[config.mk]
export PLATFORM = sky130hd
export DESIGN_NAME = halfband_decim2_out
export DESIGN_NICKNAME = d
export VERILOG_FILES = /design/src/rtl/halfband_decim2_out.sv
export SDC_FILE = /design/constraint.sdc
export NUM_CORES = 1
export LEC_CHECK = 0
export ABC_AREA = 0
export CAP_MARGIN = 20
export CORE_ASPECT_RATIO = 0.75
export CORE_MARGIN = 10
export CORE_UTILIZATION = 55
export CTS_BUF_LIST = sky130_fd_sc_hd__clkbuf_8
export DETAILED_ROUTE_END_ITERATION = 10
export DONT_BUFFER_PORTS = 1
export HOLD_SLACK_MARGIN = 0.02
export PLACE_DENSITY = 0.73
export SKIP_CTS_REPAIR_TIMING = 1
export SLEW_MARGIN = 15
export SYNTH_ARGS = -nofsm -noshare
export SYNTH_HDL_FRONTEND = slang
export SYNTH_SLANG_ARGS = --single-unit
[constraint.sdc]
create_clock -name sys_clk -period 2 [get_ports sys_clk]
set_clock_uncertainty 0.05 [all_clocks]
set_input_delay 0.4 -clock sys_clk [delete_from_list [all_inputs] [get_ports sys_clk]]
set_output_delay 0.4 -clock sys_clk [all_outputs]
set_load 0.05 [all_outputs]
[src/rtl/halfband_decim2_out.sv]
// halfband_decim2_out: decimate-by-2 tail of the second halfband filter.
// Keeps one sample in two, applies a saturating left shift to restore the
// headroom bit taken at the filter input, then buffers into a FWFT FIFO.
// Optional build macro HB_DECIM_SATCNT_EN adds a saturating 16-bit counter
// of saturation events on kept samples (sat_cnt).
`timescale 1ns/1ps
module halfband_decim2_out #(
  parameter int WIDTH      = 18,
  parameter int GAIN_SHIFT = 1,
  parameter int KEEP_PHASE = 0,
  parameter int DEPTH      = 4
) (
  input  logic                     sys_clk,
  input  logic                     reset_n,
  input  logic                     in_en,
  input  logic signed [WIDTH-1:0]  x_in,
  input  logic                     phase_clr,
  input  logic                     out_ready,
  output logic                     out_valid,
  output logic signed [WIDTH-1:0]  out_data,
  output logic                     ovf,
  input  logic                     ovf_clr,
`ifdef HB_DECIM_SATCNT_EN
  output logic [$clog2(DEPTH):0]   fill,
  output logic [15:0]              sat_cnt
`else
  output logic [$clog2(DEPTH):0]   fill
`endif
);

  localparam int AW = $clog2(DEPTH);
  localparam int EW = WIDTH + GAIN_SHIFT;
  // Saturation bounds expressed in the widened shift domain.
  localparam logic signed [EW-1:0] MAXV = {{(GAIN_SHIFT+1){1'b0}}, {(WIDTH-1){1'b1}}};
  localparam logic signed [EW-1:0] MINV = {{(GAIN_SHIFT+1){1'b1}}, {(WIDTH-1){1'b0}}};
  localparam logic [AW:0]          FULL_LVL = (AW+1)'(DEPTH);

  // Decimation phase
  logic phase_q, phase_d;
  logic keep;

  // Gain stage
  logic signed [EW-1:0]    x_ext, x_shl;
  logic                    sat_hi, sat_lo;
  logic [WIDTH-1:0]        g_dat_q, g_dat_d;
  logic                    g_vld_q;

  // FIFO
  logic [WIDTH-1:0]        mem [DEPTH];
  logic [AW-1:0]           wr_ptr_q, wr_ptr_d, rd_ptr_q, rd_ptr_d;
  logic [AW:0]             fill_q, fill_d;
  logic                    ovf_q, ovf_d;
  logic                    empty, full, pop, push, drop;

  // The sample in the phase_clr cycle is judged on the old phase.
  assign keep = in_en && (phase_q == KEEP_PHASE[0]);

  // Next phase: clear wins over the toggle.
  always_comb begin
    phase_d = phase_q;
    if (phase_clr)  phase_d = 1'b0;
    else if (in_en) phase_d = ~phase_q;
  end

  assign x_ext  = EW'(x_in);
  assign x_shl  = x_ext <<< GAIN_SHIFT;
  assign sat_hi = x_shl > MAXV;
  assign sat_lo = x_shl < MINV;

  // Saturated gain result.
  always_comb begin
    g_dat_d = x_shl[WIDTH-1:0];
    if (sat_hi)      g_dat_d = MAXV[WIDTH-1:0];
    else if (sat_lo) g_dat_d = MINV[WIDTH-1:0];
  end

  assign empty = (fill_q == '0);
  assign full  = (fill_q == FULL_LVL);
  assign pop   = ~empty & out_ready;
  // A full FIFO still accepts a write when the head leaves in the same cycle.
  assign push  = g_vld_q & (~full | pop);
  assign drop  = g_vld_q & full & ~pop;

  // FIFO pointer, occupancy and overflow next state.
  always_comb begin
    wr_ptr_d = wr_ptr_q;
    rd_ptr_d = rd_ptr_q;
    fill_d   = fill_q;
    if (push) wr_ptr_d = wr_ptr_q + 1'b1;
    if (pop)  rd_ptr_d = rd_ptr_q + 1'b1;
    case ({push, pop})
      2'b10:   fill_d = fill_q + 1'b1;
      2'b01:   fill_d = fill_q - 1'b1;
      default: fill_d = fill_q;
    endcase
    // A fresh overflow beats a simultaneous clear.
    ovf_d = (ovf_q & ~ovf_clr) | drop;
  end

  // Control state with asynchronous reset.
  always_ff @(posedge sys_clk or negedge reset_n) begin
    if (!reset_n) begin
      phase_q  <= 1'b0;
      g_vld_q  <= 1'b0;
      g_dat_q  <= '0;
      wr_ptr_q <= '0;
      rd_ptr_q <= '0;
      fill_q   <= '0;
      ovf_q    <= 1'b0;
    end else begin
      phase_q  <= phase_d;
      g_vld_q  <= keep;
      g_dat_q  <= g_dat_d;
      wr_ptr_q <= wr_ptr_d;
      rd_ptr_q <= rd_ptr_d;
      fill_q   <= fill_d;
      ovf_q    <= ovf_d;
    end
  end

  // Storage array; contents are masked by fill so it needs no reset.
  always_ff @(posedge sys_clk) begin
    if (push) mem[wr_ptr_q] <= g_dat_q;
  end

  assign out_valid = ~empty;
  assign out_data  = empty ? '0 : mem[rd_ptr_q];
  assign ovf       = ovf_q;
  assign fill      = fill_q;

`ifdef HB_DECIM_SATCNT_EN
  logic [15:0] sat_cnt_q, sat_cnt_d;

  // Saturating count of clipped kept samples; ovf_clr also clears it.
  always_comb begin
    sat_cnt_d = sat_cnt_q;
    if (ovf_clr)
      sat_cnt_d = '0;
    else if (keep && (sat_hi || sat_lo) && (sat_cnt_q != 16'hFFFF))
      sat_cnt_d = sat_cnt_q + 16'd1;
  end

  // Counter register.
  always_ff @(posedge sys_clk or negedge reset_n) begin
    if (!reset_n) sat_cnt_q <= '0;
    else          sat_cnt_q <= sat_cnt_d;
  end

  assign sat_cnt = sat_cnt_q;
`endif

endmodule

==> impl_metrics.tcl, run 1 <==
set metrics [dict create \
    outcome "finished, violations left" \
    violations "negative setup slack" \
    diodes 0 \
    grt.overflow.total 0 \
    synth_top_area_share_pct 54.1 \
    vias_per_cell 5.60 \
    dieArea_sq_um 11100 \
    min_path_cells 1 \
    gp_congestion 0.732 \
    ctsRootBufferMaster "clkbuf_8" \
    ys_seq_elements 100 \
    rr_worst_depth 7 \
    drive_above_1_share_pct 38.2 \
    met2_usage_pct 24.4 \
    antenna_found_initial 0 \
    layout_min_cycle_time_ns 2.26 \
    finalSetupViolations 20 \
    arrival_ns 1.81 \
    rows 26 \
    fin_cells 344 \
    vdd_drop_max_mv 0.831 \
    final_net_count 271 \
    cp_cell_sequence "buf_8 -> mux4_2 -> and2_4 -> buf_12" \
    synth_top_area_cell "edfxtp_1" \
    mappedNetlistArea_sq_um 4000 \
    slew_violations 0 \
    num_vias 1927 \
    cp.depth 4 \
    rsz0062_at_grt "yes" \
    crit_path_max_incr_delay_ns 0.50 \
    drtPass1Iterations 4 \
    design.core.area_sq_um 6930 \
    total_power_w 0.00837 \
    num_io_pins 47 \
    route.detailed.drc 0 \
    die_h_um 93.8 \
    nFillCells 418 \
    crit_slowest_cell "mux4_2" \
    fin_crit_sh_pct 113 \
    track_usage_pct 14.1 \
    grt_use_met3_pct 5.05 \
    synth_edf_count 72 \
    ys_warn_count 0 \
    path_max_fanout 7 \
    area.growth.synth_to_final_pct 20.4 \
    grt_pass1_wl_um 11700 \
    synthesis.nets 242 \
    numCtsBuffers 9 \
    setup_ws_ns -0.263 \
    p_leak_nw 1.74 \
    start_kind "register" \
    grt_pass1_vias 2061 \
    synth_common_cells "72 x edfxtp_1, 28 x dfrtp_1, 22 x and2_1, 18 x mux4_2, 16 x maj3_1" \
    worstSkewPairLatency_ns 0.36 \
    syn_avg_cell_area_sq_um 18.8 \
    yosysMostFrequentCell "edfxtp_1" \
    drt_wl_total_um 7690 \
    syn_inst 213 \
    swShare_pct 36.6 \
    clk_pin_slew_ns 0.09 \
    final_core_util_pct 69.4 \
    crit_family "multiplexers" \
    power_density_nw_per_um2 1740 \
    max_freq_ghz 0.442 \
    switchingPower_w 0.00307 \
    ys.flop_type "edfxtp_1" \
    antenna_left 0 \
    dp.cells 322 \
    critPathRequiredTime_ns 1.55 \
    dpl.hpwl_um 4840 \
    intPower_w 0.00530 \
    cts_tree "done" \
    async_flop_share_pct 28.0 \
    avgRoutedWirePerCell_um 22.4 \
    finalHoldViolCount 0 \
    maxCapViolations 0 \
    cts_sinks 100 \
    htree_levels 3 \
    start_util_pct 57.7 \
    max_slew_margin_pct 65.9 \
    rrSetupSlack_ns -0.23 \
    setup.worst_path.end_class "primary output" \
    grt_busiest_layer "met2" \
    tightest_slew_ns 0.512 \
    dr.first_iter.drc_count 112 \
    place.port_buffers 0 \
    min_path_type "primary input to register" \
    grt_max_degree 29 \
    ys_seq_area_share_pct 71.7 \
    met1_usage_pct 15.6 \
    path_class "register to primary output" \
    power_frac_seq_pct 33.7 \
    ys_types 36 \
    synth_top_cells_by_area "edfxtp_1 54%, dfrtp_1 18%, mux4_2 10%" \
    power.share.clock_pct 17.5 \
    clockBufferDepth 2 \
    path_buf_inv 2 \
    pre_cts_slack_ns -0.226 \
    p_comb_share_pct 48.8 \
    fp.dieW_um 118 \
]
-- layout make-up --
type | count | area [sq um] | area share (%)
repair buffers | 30 | 455 | 9.47
clock buffers | 9 | 124 | 2.58
inverters | 6 | 22.5 | 0.468
flip-flops and latches | 100 | 2870 | 59.6
multi-input cells | 95 | 1110 | 23.1
well taps | 98 | 123 | 2.55
clock inverters | 6 | 106 | 2.21
-- metrics by stage --
stage | hold WS (ns) | setup TNS [ns] | instance area [sq um]
2_1_floorplan | 0.0544 | -0.153 | 4010
3_3_place_gp | 0.0557 | -0.115 | 4400
3_5_place_dp | 0.0555 | -0.232 | 4400
4_1_cts | -0.346 | -7.25 | 4630
5_1_grt | 0.0276 | -5.20 | 4810
6_report | 0.0435 | -4.11 | 4810
-- worst paths after layout --
kind | end | start
max reg2reg | fill[1] | fill[0]
min reg2reg | g_vld_q | phase_q
max | out_data[1] | rd_ptr_q[0]
min | phase_q | phase_clr
min in group asynchronous | g_dat_q[12] | reset_n
max in group asynchronous | fill[2] | reset_n
-- cells by family after synthesis --
| logic type | count (synthesis) | synth area share [%] |
|---|---|---|
| muxes | 19 | 10.5 |
| DFF | 100 | 71.7 |
| adders and majority gates | 21 | 5.76 |
| and+or+nand+nor | 41 | 6.67 |
| buffers and inverters | 18 | 2.57 |
| AOI/OAI and AO/OA | 8 | 1.50 |
| xor gates and xnor gates | 6 | 1.32 |
-- power groups by stage --
stage                     registers (W)  logic (W)  clock network, W
final                           0.00282    0.00409           0.00147
after global routing            0.00285    0.00428           0.00158
after floorplan                 0.00289    0.00238                 0
after CTS                       0.00281    0.00363           0.00149
after global placement          0.00281    0.00355                 0
after detailed placement        0.00285    0.00362                 0
-- registers in the layout (all words and copies together) (netlist names) --
register  count
wr_ptr_q      2
ovf           1
g_dat_q      18
mem          72
fill          3
g_vld_q       1
phase_q       1
rd_ptr_q      2
-- cell usage in the layout, fill, tap and decap left out, drive strengths merged, types with 2 or more instances in the layout --
cell / Yosys / routed
nor2b: 3 / 3
nand3: 3 / 3
xnor2: 4 / 4
ha: 4 / 4
mux4: 18 / 18
maj3: 16 / 16
and2: 22 / 22
xor2: 2 / 2
clkinv: 0 / 2
nor2: 4 / 4
clkbuf: 3 / 10
bufinv: 0 / 3
o21ai: 2 / 2
inv: 6 / 7
dlygate4sd3: 0 / 2
buf: 9 / 27
nand2: 3 / 3
edfxtp: 72 / 72
dfrtp: 28 / 28
-- worst register-to-register path, delay by kind of cell (launching register included) --
| kind | cells | cell delay, ns |
|---|---|---|
| simple gates | 3 | 0.61 |
| flops | 1 | 0.53 |
| compound gates | 3 | 0.51 |
| fa+ha+maj | 1 | 0.45 |
-- per-layer routing --
layer / routed length [um] / vias to the layer above
met3: 398 / 14
met2: 3970 / 53
met4: 179 / 0
li1: - / 858
met1: 3150 / 1002
met5: 0 / -
No activity file was read; power rests on OpenSTA's default activity.
==> run 2, diff against run 1 <==
Settings changed: CELL_PAD_IN_SITES_DETAIL_PLACEMENT set to 2, CELL_PAD_IN_SITES_GLOBAL_PLACEMENT set to 2, CORE_UTILIZATION 55 to 44, PLACE_DENSITY 0.73 to unset, PLACE_DENSITY_LB_ADDON set to 0.1.
==> run 2 against run 1 <==
  * Non-clock buffer count increased by 1
  * Maximum frequency decreased by 2.0%
  * Routed wire length increased by 10%
  * Critical endpoint is now out_data[17]
  * Die area increased by 20%
  * Largest power group unchanged
  * The flow still finishes with violations (negative setup slack)
  * Clock-buffer cell count unchanged
  * Worst setup slack got worse by 0.047 ns
  * Flip-flop and latch count unchanged
==> impl_metrics.tcl, run 2 (synthesized netlist as in run 1, its figures left out) <==
set metrics [dict create \
    outcome "finished, violations left" \
    violations "negative setup slack" \
    min_path_type "primary input to register" \
    dpl.hpwl_um 5940 \
    maxCapViolations 0 \
    rows 30 \
    worstSkewPairLatency_ns 0.35 \
    cp_cell_sequence "or3_4 -> buf_12 -> and2_1 -> buf_12" \
    crit_top_cell "buf_12" \
    cts_tree "done" \
    final_cell_mix "72 x edfxtp_1, 24 x dfrtp_1, 18 x mux4_2" \
    area.growth.synth_to_final_pct 17.9 \
    clk_pin_slew_ns 0.09 \
    antenna_found_initial 0 \
    drt_wl_total_um 8480 \
    htree_levels 3 \
    diodes 0 \
    grt_max_degree 29 \
    vdd_drop_max_mv 0.868 \
    p_comb_share_pct 48.2 \
    dieArea_sq_um 13300 \
    max_slew_margin_pct 67.8 \
    design.core.area_sq_um 8930 \
    pre_cts_slack_ns -0.216 \
    ctsRootBufferMaster "clkbuf_8" \
    swShare_pct 39.2 \
    rrSetupSlack_ns -0.25 \
    grt_pass1_vias 2284 \
    setup_ws_ns -0.310 \
    slew_violations 0 \
    path_max_fanout 20 \
    p_leak_nw 1.67 \
    crit_path_max_incr_delay_ns 0.53 \
    dp.cells 340 \
    track_usage_pct 13.8 \
    power_density_nw_per_um2 1670 \
    place.port_buffers 0 \
    min_to "phase_q" \
    crit_family "simple AND/OR/NAND/NOR gates" \
    drtPass1Iterations 4 \
    grt_pass1_wl_um 13400 \
    rr_startpoint "fill[0]" \
    start_kind "register" \
    crit_slowest_cell "dfrtp_2" \
    tightest_slew_ns 0.482 \
    worstHoldStart "phase_clr" \
    vias_per_cell 5.27 \
    setup.worst_path.end_class "primary output" \
    fin_hold_ws_ns 0.0508 \
    path_buf_inv 2 \
    switchingPower_w 0.00309 \
    total_power_w 0.00788 \
    final_common_cell "edfxtp_1" \
    antenna_left 0 \
    fp.dieW_um 130 \
    clockBufferDepth 2 \
    fin_crit_sh_pct 116 \
    dr.first_iter.drc_count 122 \
    min_path_cells 1 \
    final_net_count 272 \
    top_register "mem" \
    rsz0062_at_grt "yes" \
    max_freq_ghz 0.433 \
    intPower_w 0.00479 \
    num_vias 1897 \
    die_h_um 103 \
    power_frac_seq_pct 35.6 \
    r2r-end "fill[1]" \
    numCtsBuffers 9 \
    num_io_pins 47 \
    tns_ns -5.37 \
    avgRoutedWirePerCell_um 23.6 \
    path_class "register to primary output" \
    cts_sinks 100 \
    largest_reg_flops 72 \
    layout_min_cycle_time_ns 2.31 \
    finalSetupViolations 20 \
    arrival_ns 1.86 \
    grt.overflow.total 0 \
    power.share.clock_pct 16.2 \
    rr_worst_depth 7 \
    route.detailed.drc 0 \
    finalHoldViolCount 0 \
    fin_cells 360 \
    start_util_pct 44.7 \
    gp_congestion 0.724 \
    drive_above_1_share_pct 36.7 \
    critPathRequiredTime_ns 1.55 \
]
## run 2: metrics by stage
step / area, sq um / utilization (%)
finish: 4710 / 52.7
global route: 4710 / 52.7
CTS: 4610 / 51.6
detailed placement: 4410 / 49.4
global placement: 4410 / 49.4
floorplan: 4010 / -
## run 2: per-layer routing
layer	vias up	track usage [%]	share of wire, %
met1	993	15.9	41
met3	9	4.78	4.4
met4	0	4.31	1.1
li1	860	-	-
met2	35	23.8	53
met5	-	0	0
## run 2: power by group through the flow
stage / combinational [W] / sequential, W / clock, W
finish: 0.00380 / 0.00281 / 0.00127
global route: 0.00402 / 0.00285 / 0.00142
CTS: 0.00372 / 0.00281 / 0.00133
detailed placement: 0.00370 / 0.00286 / 0
global placement: 0.00359 / 0.00281 / 0
floorplan: 0.00238 / 0.00289 / 0
## run 2: how the worst max path moves through the flow
stage / slack, ns / endpoint / start / cells after the start
2_1_floorplan: -0.15 / fill[1] / fill[2] / 7
3_5_place_dp: -0.22 / fill[1] / fill[0] / 7
6_report: -0.31 / out_data[17] / fill[0] / 4
4_1_cts: -0.46 / out_data[7] / fill[0] / 4
3_3_place_gp: -0.12 / fill[1] / fill[0] / 7
5_1_grt: -0.38 / out_data[17] / fill[0] / 4
## run 2: layout make-up
type	instances	area (sq um)
clock buffers	9	124
repair buffers	31	400
flip-flops and latches	100	2870
multi-input cells	95	1080
inverters	6	22.5
clock inverters	7	75.1
fillers	788	4220
well taps	112	140
==> run 3, diff against run 2 <==
Settings changed: GPL_ROUTABILITY_DRIVEN set to 0, SLEW_MARGIN 15 to 10.
==> results of run 3 <==
No change in the layout: final DEF, timing and power equal those of run 2.
